`config.mk`:
```
export PLATFORM = sky130hd
export DESIGN_NAME = mmio_timer_flat
export DESIGN_NICKNAME = d
export VERILOG_FILES = /design/src/rtl/mmio_timer_pkg.sv /design/src/rtl/mmio_timer_if.sv /design/src/rtl/mmio_timer_prescaler.sv /design/src/rtl/mmio_timer.sv /design/src/flat_wrapper.sv
export SDC_FILE = /design/constraint.sdc
export NUM_CORES = 1
export LEC_CHECK = 0
export CELL_PAD_IN_SITES_DETAIL_PLACEMENT = 2
export CELL_PAD_IN_SITES_GLOBAL_PLACEMENT = 2
export CORE_MARGIN = 2
export CORE_UTILIZATION = 27
export DETAILED_ROUTE_END_ITERATION = 8
export GPL_TIMING_DRIVEN = 0
export PLACE_DENSITY = 0.85
export SYNTH_ARGS = -nofsm -noshare
export SYNTH_HDL_FRONTEND = slang
export SYNTH_SLANG_ARGS = --single-unit
```
`constraint.sdc`:
```
create_clock -name clk -period 2.45 [get_ports clk]
set_input_delay 0.49 -clock clk [delete_from_list [all_inputs] [get_ports clk]]
set_output_delay 0.49 -clock clk [all_outputs]
set_load 0.005 [all_outputs]
```
`src/rtl/mmio_timer_pkg.sv`:
```
// rtl/mmio_timer_pkg.sv - register map and bit positions shared by the mmio_timer files
//   No ports. Offsets are byte offsets inside the 32-byte register window.
package mmio_timer_pkg;

  localparam logic [4:0] OFF_CTRL   = 5'h00;
  localparam logic [4:0] OFF_LOAD   = 5'h04;
  localparam logic [4:0] OFF_COUNT  = 5'h08;
  localparam logic [4:0] OFF_STATUS = 5'h0C;
  localparam logic [4:0] OFF_PRESC  = 5'h10;

  localparam int CTRL_EN        = 0;
  localparam int CTRL_AUTO      = 1;
  localparam int CTRL_IRQEN     = 2;
  localparam int STATUS_EXPIRED = 0;

endpackage

```
`src/rtl/mmio_timer_if.sv`:
```
// rtl/mmio_timer_if.sv - MEM-stage data bus between the CPU and the timer
//   master (CPU side): drives memwrite, memaddr, memwritedata; sees hit, memreaddata, irq
//   slave (timer):     the opposite directions
interface mmio_timer_if;

  logic        memwrite;
  logic [31:0] memaddr;
  logic [31:0] memwritedata;
  logic        hit;
  logic [31:0] memreaddata;
  logic        irq;

  modport master (
    output memwrite, memaddr, memwritedata,
    input  hit, memreaddata, irq
  );

  modport slave (
    input  memwrite, memaddr, memwritedata,
    output hit, memreaddata, irq
  );

endinterface

```
`src/rtl/mmio_timer_prescaler.sv`:
```
// rtl/mmio_timer_prescaler.sv - tick divider used when MMIO_TIMER_PRESCALE_EN is defined
//   clk, reset : clock, asynchronous active-high reset
//   en         : timer enable; counter holds at 0 while low
//   presc      : tick every presc+1 enabled cycles
//   clr        : zeroes the counter (PRESC register write)
//   tick       : one-cycle tick strobe (combinational)
module mmio_timer_prescaler #(
  parameter int PRESC_W = 16
) (
  input  logic               clk,
  input  logic               reset,
  input  logic               en,
  input  logic [PRESC_W-1:0] presc,
  input  logic               clr,
  output logic               tick
);

  logic [PRESC_W-1:0] cnt;

  assign tick = en && (cnt == presc);

  always_ff @(posedge clk or posedge reset) begin
    if (reset) begin
      cnt <= '0;
    end else if (clr || !en || tick) begin
      cnt <= '0;
    end else begin
      cnt <= cnt + PRESC_W'(1);
    end
  end

endmodule

```
`src/rtl/mmio_timer.sv`:
```
// rtl/mmio_timer.sv - memory-mapped down-counting timer with expiry interrupt
//   clk   : system clock, rising edge
//   reset : asynchronous active-high reset
//   bus   : mmio_timer_if.slave (memwrite/memaddr/memwritedata in; hit/memreaddata/irq out)
//   Optional macro MMIO_TIMER_PRESCALE_EN adds the PRESC register and tick prescaler.
module mmio_timer
  import mmio_timer_pkg::*;
#(
  parameter logic [31:0] BASE_ADDR = 32'hFFFF_0100,
  parameter int          CNT_W     = 32,
  parameter int          PRESC_W   = 16
) (
  input  logic           clk,
  input  logic           reset,
  mmio_timer_if.slave    bus
);

  logic             hit;
  logic [4:0]       off;
  logic [31:0]      wdata;
  logic             wr;
  logic             wr_ctrl, wr_load, wr_count, wr_status;
  logic             raw_tick, tick, expire;
  logic [31:0]      rdata;

  logic             ctrl_en, ctrl_auto, ctrl_irqen;
  logic [CNT_W-1:0] load, count;
  logic             expired;
  logic             irq;

  logic             en_d, auto_d, irqen_d;
  logic [CNT_W-1:0] load_d, count_d;
  logic             expired_d, irq_d;

  logic             unused_addr_bits;
  assign unused_addr_bits = ^bus.memaddr[1:0];

  assign hit   = (bus.memaddr[31:5] == BASE_ADDR[31:5]);
  assign off   = {bus.memaddr[4:2], 2'b00};
  assign wdata = bus.memwritedata;
  assign wr    = bus.memwrite && hit;

  assign wr_ctrl   = wr && (off == OFF_CTRL);
  assign wr_load   = wr && (off == OFF_LOAD);
  assign wr_count  = wr && (off == OFF_COUNT);
  assign wr_status = wr && (off == OFF_STATUS);

`ifdef MMIO_TIMER_PRESCALE_EN
  logic               wr_presc;
  logic [PRESC_W-1:0] presc;

  assign wr_presc = wr && (off == OFF_PRESC);

  always_ff @(posedge clk or posedge reset) begin
    if (reset) begin
      presc <= '0;
    end else if (wr_presc) begin
      presc <= wdata[PRESC_W-1:0];
    end
  end

  mmio_timer_prescaler #(.PRESC_W(PRESC_W)) u_prescaler (
    .clk   (clk),
    .reset (reset),
    .en    (ctrl_en),
    .presc (presc),
    .clr   (wr_presc),
    .tick  (raw_tick)
  );
`else
  localparam int unused_presc_w = PRESC_W;
  assign raw_tick = ctrl_en;
`endif

  // A CPU write to COUNT/LOAD, or a CTRL write clearing EN, swallows the tick
  // entirely so neither a decrement nor an expiry happens on that edge.
  assign tick   = raw_tick && !wr_load && !wr_count && !(wr_ctrl && !wdata[CTRL_EN]);
  assign expire = tick && (count == '0);

  always_comb begin
    en_d      = ctrl_en;
    auto_d    = ctrl_auto;
    irqen_d   = ctrl_irqen;
    load_d    = load;
    count_d   = count;
    expired_d = expired;

    if (tick) begin
      if (count != '0) begin
        count_d = count - CNT_W'(1);
      end else begin
        expired_d = 1'b1;
        if (ctrl_auto) begin
          count_d = load;
        end else begin
          en_d = 1'b0;
        end
      end
    end

    // CPU writes are applied after the tick so they override it; a CTRL write
    // setting EN beats the one-shot disable.
    if (wr_ctrl) begin
      en_d    = wdata[CTRL_EN];
      auto_d  = wdata[CTRL_AUTO];
      irqen_d = wdata[CTRL_IRQEN];
    end
    if (wr_load) begin
      load_d  = wdata[CNT_W-1:0];
      count_d = wdata[CNT_W-1:0];
    end
    if (wr_count) begin
      count_d = wdata[CNT_W-1:0];
    end
    // Set beats clear when both land on the same edge.
    if (wr_status && wdata[STATUS_EXPIRED] && !expire) begin
      expired_d = 1'b0;
    end

    irq_d = expired_d && irqen_d;
  end

  always_ff @(posedge clk or posedge reset) begin
    if (reset) begin
      ctrl_en    <= 1'b0;
      ctrl_auto  <= 1'b0;
      ctrl_irqen <= 1'b0;
      load       <= '0;
      count      <= '0;
      expired    <= 1'b0;
      irq        <= 1'b0;
    end else begin
      ctrl_en    <= en_d;
      ctrl_auto  <= auto_d;
      ctrl_irqen <= irqen_d;
      load       <= load_d;
      count      <= count_d;
      expired    <= expired_d;
      irq        <= irq_d;
    end
  end

  always_comb begin
    rdata = '0;
    case (off)
      OFF_CTRL: begin
        rdata[CTRL_EN]    = ctrl_en;
        rdata[CTRL_AUTO]  = ctrl_auto;
        rdata[CTRL_IRQEN] = ctrl_irqen;
      end
      OFF_LOAD:   rdata = 32'(load);
      OFF_COUNT:  rdata = 32'(count);
      OFF_STATUS: rdata[STATUS_EXPIRED] = expired;
`ifdef MMIO_TIMER_PRESCALE_EN
      OFF_PRESC:  rdata = 32'(presc);
`endif
      default:    rdata = '0;
    endcase
  end

  assign bus.hit         = hit;
  assign bus.memreaddata = hit ? rdata : 32'h0;
  assign bus.irq         = irq;

endmodule

```
`src/flat_wrapper.sv`:
```
// flat-port wrapper written by rule: the top's interface ports become plain ports
module mmio_timer_flat import mmio_timer_pkg::*;
#(
  parameter logic [31:0] BASE_ADDR = 32'hFFFF_0100,
  parameter int          CNT_W     = 32,
  parameter int          PRESC_W   = 16
)
  (clk, reset, bus_memwrite, bus_memaddr, bus_memwritedata, bus_hit, bus_memreaddata, bus_irq);
  mmio_timer_if bus_i ();
  input  logic clk;
  input  logic reset;
  input wire logic [$bits(bus_i.memwrite)-1:0] bus_memwrite;
  input wire logic [$bits(bus_i.memaddr)-1:0] bus_memaddr;
  input wire logic [$bits(bus_i.memwritedata)-1:0] bus_memwritedata;
  output wire logic [$bits(bus_i.hit)-1:0] bus_hit;
  output wire logic [$bits(bus_i.memreaddata)-1:0] bus_memreaddata;
  output wire logic [$bits(bus_i.irq)-1:0] bus_irq;
  assign bus_i.memwrite = bus_memwrite;
  assign bus_i.memaddr = bus_memaddr;
  assign bus_i.memwritedata = bus_memwritedata;
  assign bus_hit = bus_i.hit;
  assign bus_memreaddata = bus_i.memreaddata;
  assign bus_irq = bus_i.irq;
  mmio_timer #(.BASE_ADDR(BASE_ADDR), .CNT_W(CNT_W), .PRESC_W(PRESC_W)) u_core (.clk(clk), .reset(reset), .bus(bus_i));
endmodule
```
=== Word-level counts from Yosys, hierarchy flattened ===
Index checks and enable logic that the tools add are counted.

* Bits in registers: 69
* Bits of input ports: 67
* Output and inout port bits: 34
* Logic and storage cells: 57

* Add/subtract/negate cells: 1
* Equal/unequal tests: 6
* Multiplexer cells: 17
* Reduce and logical (&&, ||, !) cells: 26

{| class="wikitable"
|+ Operator list
! cell !! number
|-
| two-way mux 32 bit || 6
|-
| one-hot mux 29 bit (2 select lines) || 1
|-
| zero test 32 bit || 1
|-
| nonzero test 32 bit || 1
|-
| subtractor 32 x 1 -> 32 bit (second input constant) || 1
|-
| equality test 27 bit (second input constant) || 1
|-
| logical AND 1 bit || 13
|-
| two-way mux 1 bit || 8
|-
| equality test 3 x 2 -> 1 bit (second input constant) || 2
|-
| one-hot mux 2 bit (3 select lines) || 1
|-
| zero test 1 bit || 5
|-
| zero test 5 bit || 1
|-
| inequality test 2 x 1 -> 1 bit (second input constant) || 2
|-
| one-hot mux 1 bit (4 select lines) || 1
|-
| nonzero test 4 bit || 1
|-
| equality test 3 x 1 -> 1 bit (second input constant) || 1
|-
| AND reduction 3 bit || 1
|-
| nonzero test 3 bit || 1
|-
| AND reduction 2 bit || 1
|-
| nonzero test 2 bit || 1
|}

=== Longest topological paths before layout ===
Gate-level depths: netlist of the first run.

* Depth in word-level cells: 12
* Mapped depth: 9
* Mapped depth without buffers: 7

=== Worst setup path before layout of the first run ===
No wires, ideal clock.

* Kind: register to register
* Start point: register u_core.count[27]
* End point: register u_core.count[27]
* Setup time: 103 ps
* Data arrival time: 2,505 ps
* Required time: 2,347 ps
* Setup slack: -159 ps
* Cell stages (with the launch flop): 9
* Buffers on the path: 2
* Period minus slack after synthesis: 2,609 ps
* Path through: dfrtp_1 buf_6 or4_1 or3b_2 nor4_4 a21o_2 buf_6 nor2_1 o41ai_2

* Word-level cells in the longest chain between the ends: 5
* Elaborated cells on any way between the ends: 8
* Those cells by class: 1 x add/sub; 4 x mux; 3 x reduce/logical

{| class="wikitable"
|+ Ends and longest elaborated chain
! item !! line !! source
|-
| start: declaration || mmio_timer.sv:27 || <nowiki>logic [CNT_W-1:0] load, count;</nowiki>
|-
| start signal: assignment || mmio_timer.sv:137 || <nowiki>count <= count_d;</nowiki>
|-
| subtractor 32 x 1 -> 32 bit / nonzero test 32 bit (equally long branches) || mmio_timer.sv:90, mmio_timer.sv:89 ||
|-
| two-way mux 32 bit || mmio_timer.sv:89 || <nowiki>if (count != '0) begin</nowiki>
|-
| two-way mux 32 bit || mmio_timer.sv:88 || <nowiki>if (tick) begin</nowiki>
|-
| two-way mux 32 bit || mmio_timer.sv:108 || <nowiki>if (wr_load) begin</nowiki>
|-
| two-way mux 32 bit || mmio_timer.sv:112 || <nowiki>if (wr_count) begin</nowiki>
|}

Several ways; a longest one is shown, not always the timed one. The select of a mux whose other input is x is not followed.
A chain may end at the register's enable or synchronous reset.

=== Worst setup path after layout of the first run ===
* Start point: register u_core.count[20]
* End point: register u_core.count[19]

* Word-level cells in the longest chain between the ends: 5
* Elaborated cells on any way between the ends: 7
* Those cells by class: 4 x mux; 3 x reduce/logical

{| class="wikitable"
|+ Ends and longest elaborated chain
! item !! line
|-
| nonzero test 32 bit * || mmio_timer.sv:89
|-
| two-way mux 32 bit || mmio_timer.sv:89
|-
| two-way mux 32 bit || mmio_timer.sv:88
|-
| two-way mux 32 bit || mmio_timer.sv:108
|-
| two-way mux 32 bit || mmio_timer.sv:112
|}

Mark *: on every way between the ends. The rest lies on a longest branch, timed or not. The select of a mux whose other input is x is not followed.

==> results of run 1 <==
-- worst paths after layout --
path / end / cells after the start / start
worst max-delay path: u_core.count[19]$_DFFE_PP0P_ / 10 / u_core.count[20]$_DFFE_PP0P_
worst min-delay path: u_core.load[23]$_DFFE_PP0P_ / 1 / u_core.load[23]$_DFFE_PP0P_
worst max register to register: u_core.count[19]$_DFFE_PP0P_ / 10 / u_core.count[20]$_DFFE_PP0P_
worst min register to register: u_core.load[23]$_DFFE_PP0P_ / 1 / u_core.load[23]$_DFFE_PP0P_
max in group asynchronous: u_core.load[24]$_DFFE_PP0P_ / 2 / reset
min in group asynchronous: u_core.count[24]$_DFFE_PP0P_ / 2 / reset
-- area by class of cell --
| cell class | instances | area, um^2 | share of cell area [%] |
|---|---|---|---|
| Buffer | 32 | 334 | 4.63 |
| Clock buffer | 10 | 229 | 3.18 |
| Clock inverter | 5 | 52.6 | 0.729 |
| Inverter | 10 | 40.0 | 0.555 |
| Multi-Input combinational cell | 388 | 3220 | 44.6 |
| Sequential cell | 69 | 1730 | 24.0 |
| Tap cell | 216 | 270 | 3.75 |
| Timing Repair Buffer | 152 | 1340 | 18.5 |
-- synth_stat cells (9+ instances only) --
master     number  area [um^2]
nor2_1         71          267
dfrtp_1        69         1730
nand2_1        39          146
mux2_2         35          394
a21oi_1        33          165
clkbuf_1       30          113
a22oi_1        29          218
o21ai_0        29          145
nor3_1         15         75.1
o31ai_1        15          113
a2bb2oi_1      12          105
nor4_1         12         75.1
inv_1          10         37.5
nand3_1        10         50.1
nand4_1         9         56.3
-- metal layers --
metal	GRT usage [%]	vias to the layer above	share of wire [%]
li1	-	2209	-
met1	31.4	2783	37
met2	48.3	298	49
met3	7.11	124	7.1
met4	15.6	0	6.1
met5	0	-	0
-- per-stage QoR --
stage | utilization [%] | instances | TNS [ns]
finish | 45.2 | 882 | -12.80
global route | 45.2 | 882 | -14.53
CTS | 42.6 | 871 | -2.69
detailed placement | 35.6 | 818 | -111.50
global placement | 35.6 | 818 | -174.32
floorplan | - | 506 | -0.426
-- power groups by stage --
stage	Clock, mW	Combinational [mW]	Sequential (mW)
global route	1.38	0.195	1.14
CTS	1.32	0.182	1.14
global placement	0	0.173	1.16
detailed placement	0	0.180	1.16
floorplan	0	0.0430	1.16
finish	1.33	0.183	1.14
-- registers in the layout, summed over array words and instances (netlist names) --
| register | count |
|---|---|
| u_core.count | 32 |
| u_core.ctrl_auto | 1 |
| u_core.bus.irq | 1 |
| u_core.load | 32 |
| u_core.ctrl_irqen | 1 |
| u_core.expired | 1 |
| u_core.ctrl_en | 1 |
-- timing repair --
item,in CTS,in global routing
pin swaps,38,42
cloned,8,1
resized for setup,329,131
setup buffers,33,17
setup endpoints to repair,100,63
-- logic make-up (layout without fill, tap and decap cells) --
logic type                 after synthesis  count (layout)  share of synthesized area (%)
adders and majority gates                2               2                          0.565
xor gates and xnor gates                 5               5                          0.989
DFF                                     69              69                           39.0
buffers and inverters                   50             209                           4.94
AOI/OAI and AO/OA                      152             152                           23.5
muxes                                   39              39                           10.1
and+or+nand+nor                        189             190                           20.9
-- critical path: stages, from the launching register on --
cell	delay [ns]
dfrtp_1	0.39
buf_6	0.16
or4_4	0.58
or3_4	0.45
nor4_4	0.30
buf_4	0.24
buf_6	0.16
buf_16	0.14
a21oi_1	0.05
o21ai_1	0.22
a21oi_2	0.13
==> impl_metrics.json, run 1 <==
{
  "status": "finished, violations left",
  "violations": "negative setup slack",
  "drtIter0Drc": 414,
  "dr.pass1.iters": 7,
  "start_util_pct": 27.8,
  "coreArea_um2": 15900,
  "peakVddDrop_v": 0.000544,
  "pwr-share-comb_pct": 6.9,
  "power_switching_mw": 0.650,
  "synth_ff_type": "dfrtp_1",
  "rsz0062_at_grt": "yes",
  "dp_slack_ns": -1.51,
  "place_congestion": 0.859,
  "layout_commonest_cell": "dfrtp_1",
  "netlist_instances": 506,
  "fin_crit_sh_pct": 121,
  "grt_overflow": 0,
  "cts_max_path_buffers": 2,
  "worstMarginPinSlew_ns": 1.00,
  "synth-seq-cells": 69,
  "syn-num-nets": 575,
  "most-common-layout-cells": "dfrtp_1, nor2_1, buf_4",
  "power.internal_mw": 2.01,
  "min_period_ns": 2.96,
  "drt-vias-per-instance": 6.14,
  "die_area_um2": 17400,
  "cts_buffers": 9,
  "die_x_um": 132,
  "arrival_ns": 3.18,
  "drive_gt1_share_pct": 44.1,
  "crit_type": "flop to flop",
  "end_kind": "flop",
  "seq_area_frac_synth_pct": 39.0,
  "synth_cell_type_count": 58,
  "grt_max_degree": 70,
  "nFillCells": 1681,
  "area_growth_pct": 62.7,
  "finalWirelength_um": 26600,
  "numPortBuffers": 96,
  "clock_sinks": 69,
  "n_antenna_cell": 0,
  "yosys_warnings": 0,
  "fmax_ghz": 0.338,
  "cts_root_buf": "clkbuf_16",
  "drv_cap": 0,
  "htreeDepth": 3,
  "power_density_nw_per_um2": 369,
  "syn_area_um2": 4430,
  "hold_viol_final": 0,
  "critPathLaunchType": "flop",
  "clkPwrFrac_pct": 50.2,
  "p_leak_nw": 3.02,
  "grt_use_total_pct": 27.9,
  "syn_area_per_cell_um2": 8.75,
  "die_h_um": 132,
  "crit_fanout": 9,
  "setup_ws_ns": -0.508,
  "slew_headroom_pct": 33.2,
  "whs_ns": 0.541,
  "ff2ff_setup_slack_ns": -0.51,
  "io_pins": 101,
  "vias": 5414,
  "wl_per_cell_um": 30.1,
  "grt_pass1_vias": 6015,
  "synth_edf_count": 0,
  "swShare_pct": 24.5,
  "clk_pin_slew_ns": 0.06,
  "grt_pass1_wl_um": 37000,
  "min-delay-path-class": "flop to flop",
  "power_mw": 2.66,
  "seq_power_share_pct": 42.9,
  "synthArstFlopShare_pct": 100,
  "postRouteAntennaNets": 0,
  "fin_skew_ns": 0.0113,
  "drc": 0,
  "setup_viol": 34,
  "hpwl_um": 13700,
  "row_count": 46,
  "nNetsFinal": 731,
  "antenna_found_initial": 0,
  "place_area_um2": 5680,
  "cp_data_required_time_ns": 2.67,
  "clk_latency_ns": 0.36,
  "maxSlewViolCount": 0,
  "cts_tree": "yes",
  "holdBufCountCts": 0,
  "stdcell_area_um2": 7210
}
No activity file was read; power rests on OpenSTA's default activity.
==> run 2, diff against run 1 <==
- GPL_ROUTABILITY_DRIVEN: default -> 0
==> run 2 against run 1 <==
Against the previous run: the run still ends with negative setup slack left; routed wire length up 3.4%; sequential power about the same; via count up 1.6%; first-iteration DRC count up 18%; clock skew down 0.0036 ns; non-clock buffer count up 18; sequential share of layout area down 0.75 points; core utilization up 1.5 points; critical path type unchanged; largest cell class unchanged.
==> impl_metrics.json, run 2 (synthesis results as in run 1) <==
{
  "grt_use_total_pct": 28.4,
  "min_period_ns": 2.87,
  "swShare_pct": 24.8,
  "clk_pin_slew_ns": 0.06,
  "cts_buffers": 9,
  "setup_viol": 37,
  "drive_gt1_share_pct": 44.8,
  "peakVddDrop_v": 0.000250,
  "rsz0062_at_grt": "yes",
  "n_antenna_cell": 0,
  "clkPwrFrac_pct": 50.0,
  "whs_ns": 0.536,
  "area_growth_pct": 68.2,
  "grt_pass1_wl_um": 37700,
  "worst_r2r_path_depth": 10,
  "seq_power_share_pct": 42.9,
  "io_pins": 101,
  "critPathLaunchType": "flop",
  "row_count": 46,
  "cts_tree": "yes",
  "power_mw": 2.65,
  "r2r_end": "u_core.count[14]$_DFFE_PP0P_",
  "crit_start": "u_core.count[27]$_DFFE_PP0P_",
  "wl_per_cell_um": 30.6,
  "layout_commonest_cell": "dfrtp_1",
  "fin_skew_ns": 0.00771,
  "postRouteAntennaNets": 0,
  "grt_max_degree": 70,
  "grt_pass1_vias": 6103,
  "fin_crit_sh_pct": 117,
  "setup_ws_ns": -0.418,
  "arrival_ns": 3.09,
  "drtIter0Drc": 490,
  "cts_max_path_buffers": 2,
  "fin_util_pct": 46.7,
  "die_area_um2": 17400,
  "status": "finished, violations left",
  "power_density_nw_per_um2": 356,
  "pwr-share-comb_pct": 7.0,
  "worstMarginPinSlew_ns": 0.965,
  "largestRegisters": "u_core.count (32), u_core.load (32)",
  "holdBufCountCts": 0,
  "finalWirelength_um": 27500,
  "power.internal_mw": 2.00,
  "dr.pass1.iters": 5,
  "violations": "negative setup slack",
  "crit_type": "flop to flop",
  "grt_overflow": 0,
  "antenna_found_initial": 0,
  "htreeDepth": 3,
  "cts_root_buf": "clkbuf_16",
  "maxSlewViolCount": 0,
  "p_leak_nw": 3.13,
  "fmax_ghz": 0.349,
  "coreArea_um2": 15900,
  "worstReg2RegStart": "u_core.count[27]$_DFFE_PP0P_",
  "cp_data_required_time_ns": 2.67,
  "drv_cap": 0,
  "hpwl_um": 13700,
  "clock_sinks": 69,
  "start_util_pct": 27.8,
  "end_kind": "flop",
  "numPortBuffers": 96,
  "min-delay-path-class": "flop to flop",
  "die_x_um": 132,
  "drt-vias-per-instance": 6.12,
  "slew_headroom_pct": 35.7,
  "drc": 0,
  "nNetsFinal": 748,
  "crit_fanout": 8,
  "ff2ff_setup_slack_ns": -0.42,
  "most-common-layout-cells": "dfrtp_1, buf_4, nor2_1",
  "clk_latency_ns": 0.36,
  "vias": 5501,
  "crit_path_end": "u_core.count[14]$_DFFE_PP0P_",
  "multiInputGateArea_um2": 3260,
  "power_switching_mw": 0.658,
  "hold_viol_final": 0,
  "nFillCells": 1643,
  "die_h_um": 132,
  "regArea_um2": 1730
}
run 2: changes by cell type in the layout (fill, tap and decap cells not counted), moves of 4 or more:
cell             change
nor2_2              -15
nor2_4              +12
a21oi_2              -5
clkbuf_2             -7
a21oi_4              +4
buf_6                +9
buf_4               +10
clkdlybuf4s15_1      +5
run 2: final cells by class:
| cell class | count | share of cell area [%] |
|---|---|---|
| inverters | 10 | 0.537 |
| flip-flops and latches | 69 | 23.2 |
| repair buffers | 166 | 19.9 |
| well taps | 216 | 3.63 |
| multi-input cells | 387 | 43.8 |
| clock buffers | 14 | 3.68 |
| clock inverters | 1 | 0.0672 |
| plain buffers | 36 | 5.22 |
run 2: timing repair:
action / CTS / global route
endpoints found under the hold margin: 0 / 0
resized for setup: 299 / 181
gates cloned: 7 / 0
endpoints found under the setup margin: 100 / 98
setup buffers: 44 / 21
pin swaps: 35 / 52
run 2: worst min-delay path by stage:
stage / startpoint / endpoint / slack [ns] / cells past startpoint
2_1_floorplan: u_core.expired$_DFF_PP0_ / u_core.expired$_DFF_PP0_ / 0.47 / 2
3_3_place_gp: u_core.ctrl_irqen$_DFF_PP0_ / u_core.ctrl_irqen$_DFF_PP0_ / 0.51 / 1
3_5_place_dp: u_core.ctrl_irqen$_DFF_PP0_ / u_core.ctrl_irqen$_DFF_PP0_ / 0.52 / 1
4_1_cts: u_core.ctrl_irqen$_DFF_PP0_ / u_core.ctrl_irqen$_DFF_PP0_ / 0.53 / 1
5_1_grt: u_core.load[12]$_DFFE_PP0P_ / u_core.load[12]$_DFFE_PP0P_ / 0.56 / 1
6_report: u_core.load[15]$_DFFE_PP0P_ / u_core.load[15]$_DFFE_PP0P_ / 0.54 / 1
run 2: worst max-delay path: stages (launching register included):
cell and delay [ns]:
dfrtp_1 0.39, buf_6 0.15, or4_4 0.44, or3b_4 0.43, nor4_4 0.31, a21o_2 0.24, buf_6 0.15, buf_6 0.13
buf_6 0.10, a2111oi_2 0.04, a221o_1 0.33
run 2: power by group through the flow:
stage	sequential, mW	clock [mW]	combinational (mW)
6_report	1.14	1.33	0.187
5_1_grt	1.14	1.37	0.198
4_1_cts	1.14	1.30	0.181
3_5_place_dp	1.16	0	0.180
3_3_place_gp	1.16	0	0.173
2_1_floorplan	1.16	0	0.0430
run 2: per-stage QoR:
stage	cell area (um^2)	instances	worst slack (ns)	TNS (ns)
after floorplan	4450	506	-0.0294	-0.426
after global placement	5680	818	-1.34	-174.47
after detailed placement	5680	818	-1.46	-114.31
after CTS	6810	883	-0.173	-3.78
after global routing	7450	899	-0.443	-11.52
final	7450	899	-0.418	-9.61
run 2: layer usage:
metal / up-vias / GRT usage [%] / wire length (um) / share of wire, %
met5: - / 0 / 0 / 0
met2: 342 / 48.7 / 13800 / 50
met4: 0 / 18.1 / 1660 / 6.0
met1: 2792 / 32.4 / 10300 / 38
li1: 2240 / - / - / -
met3: 127 / 5.61 / 1680 / 6.1
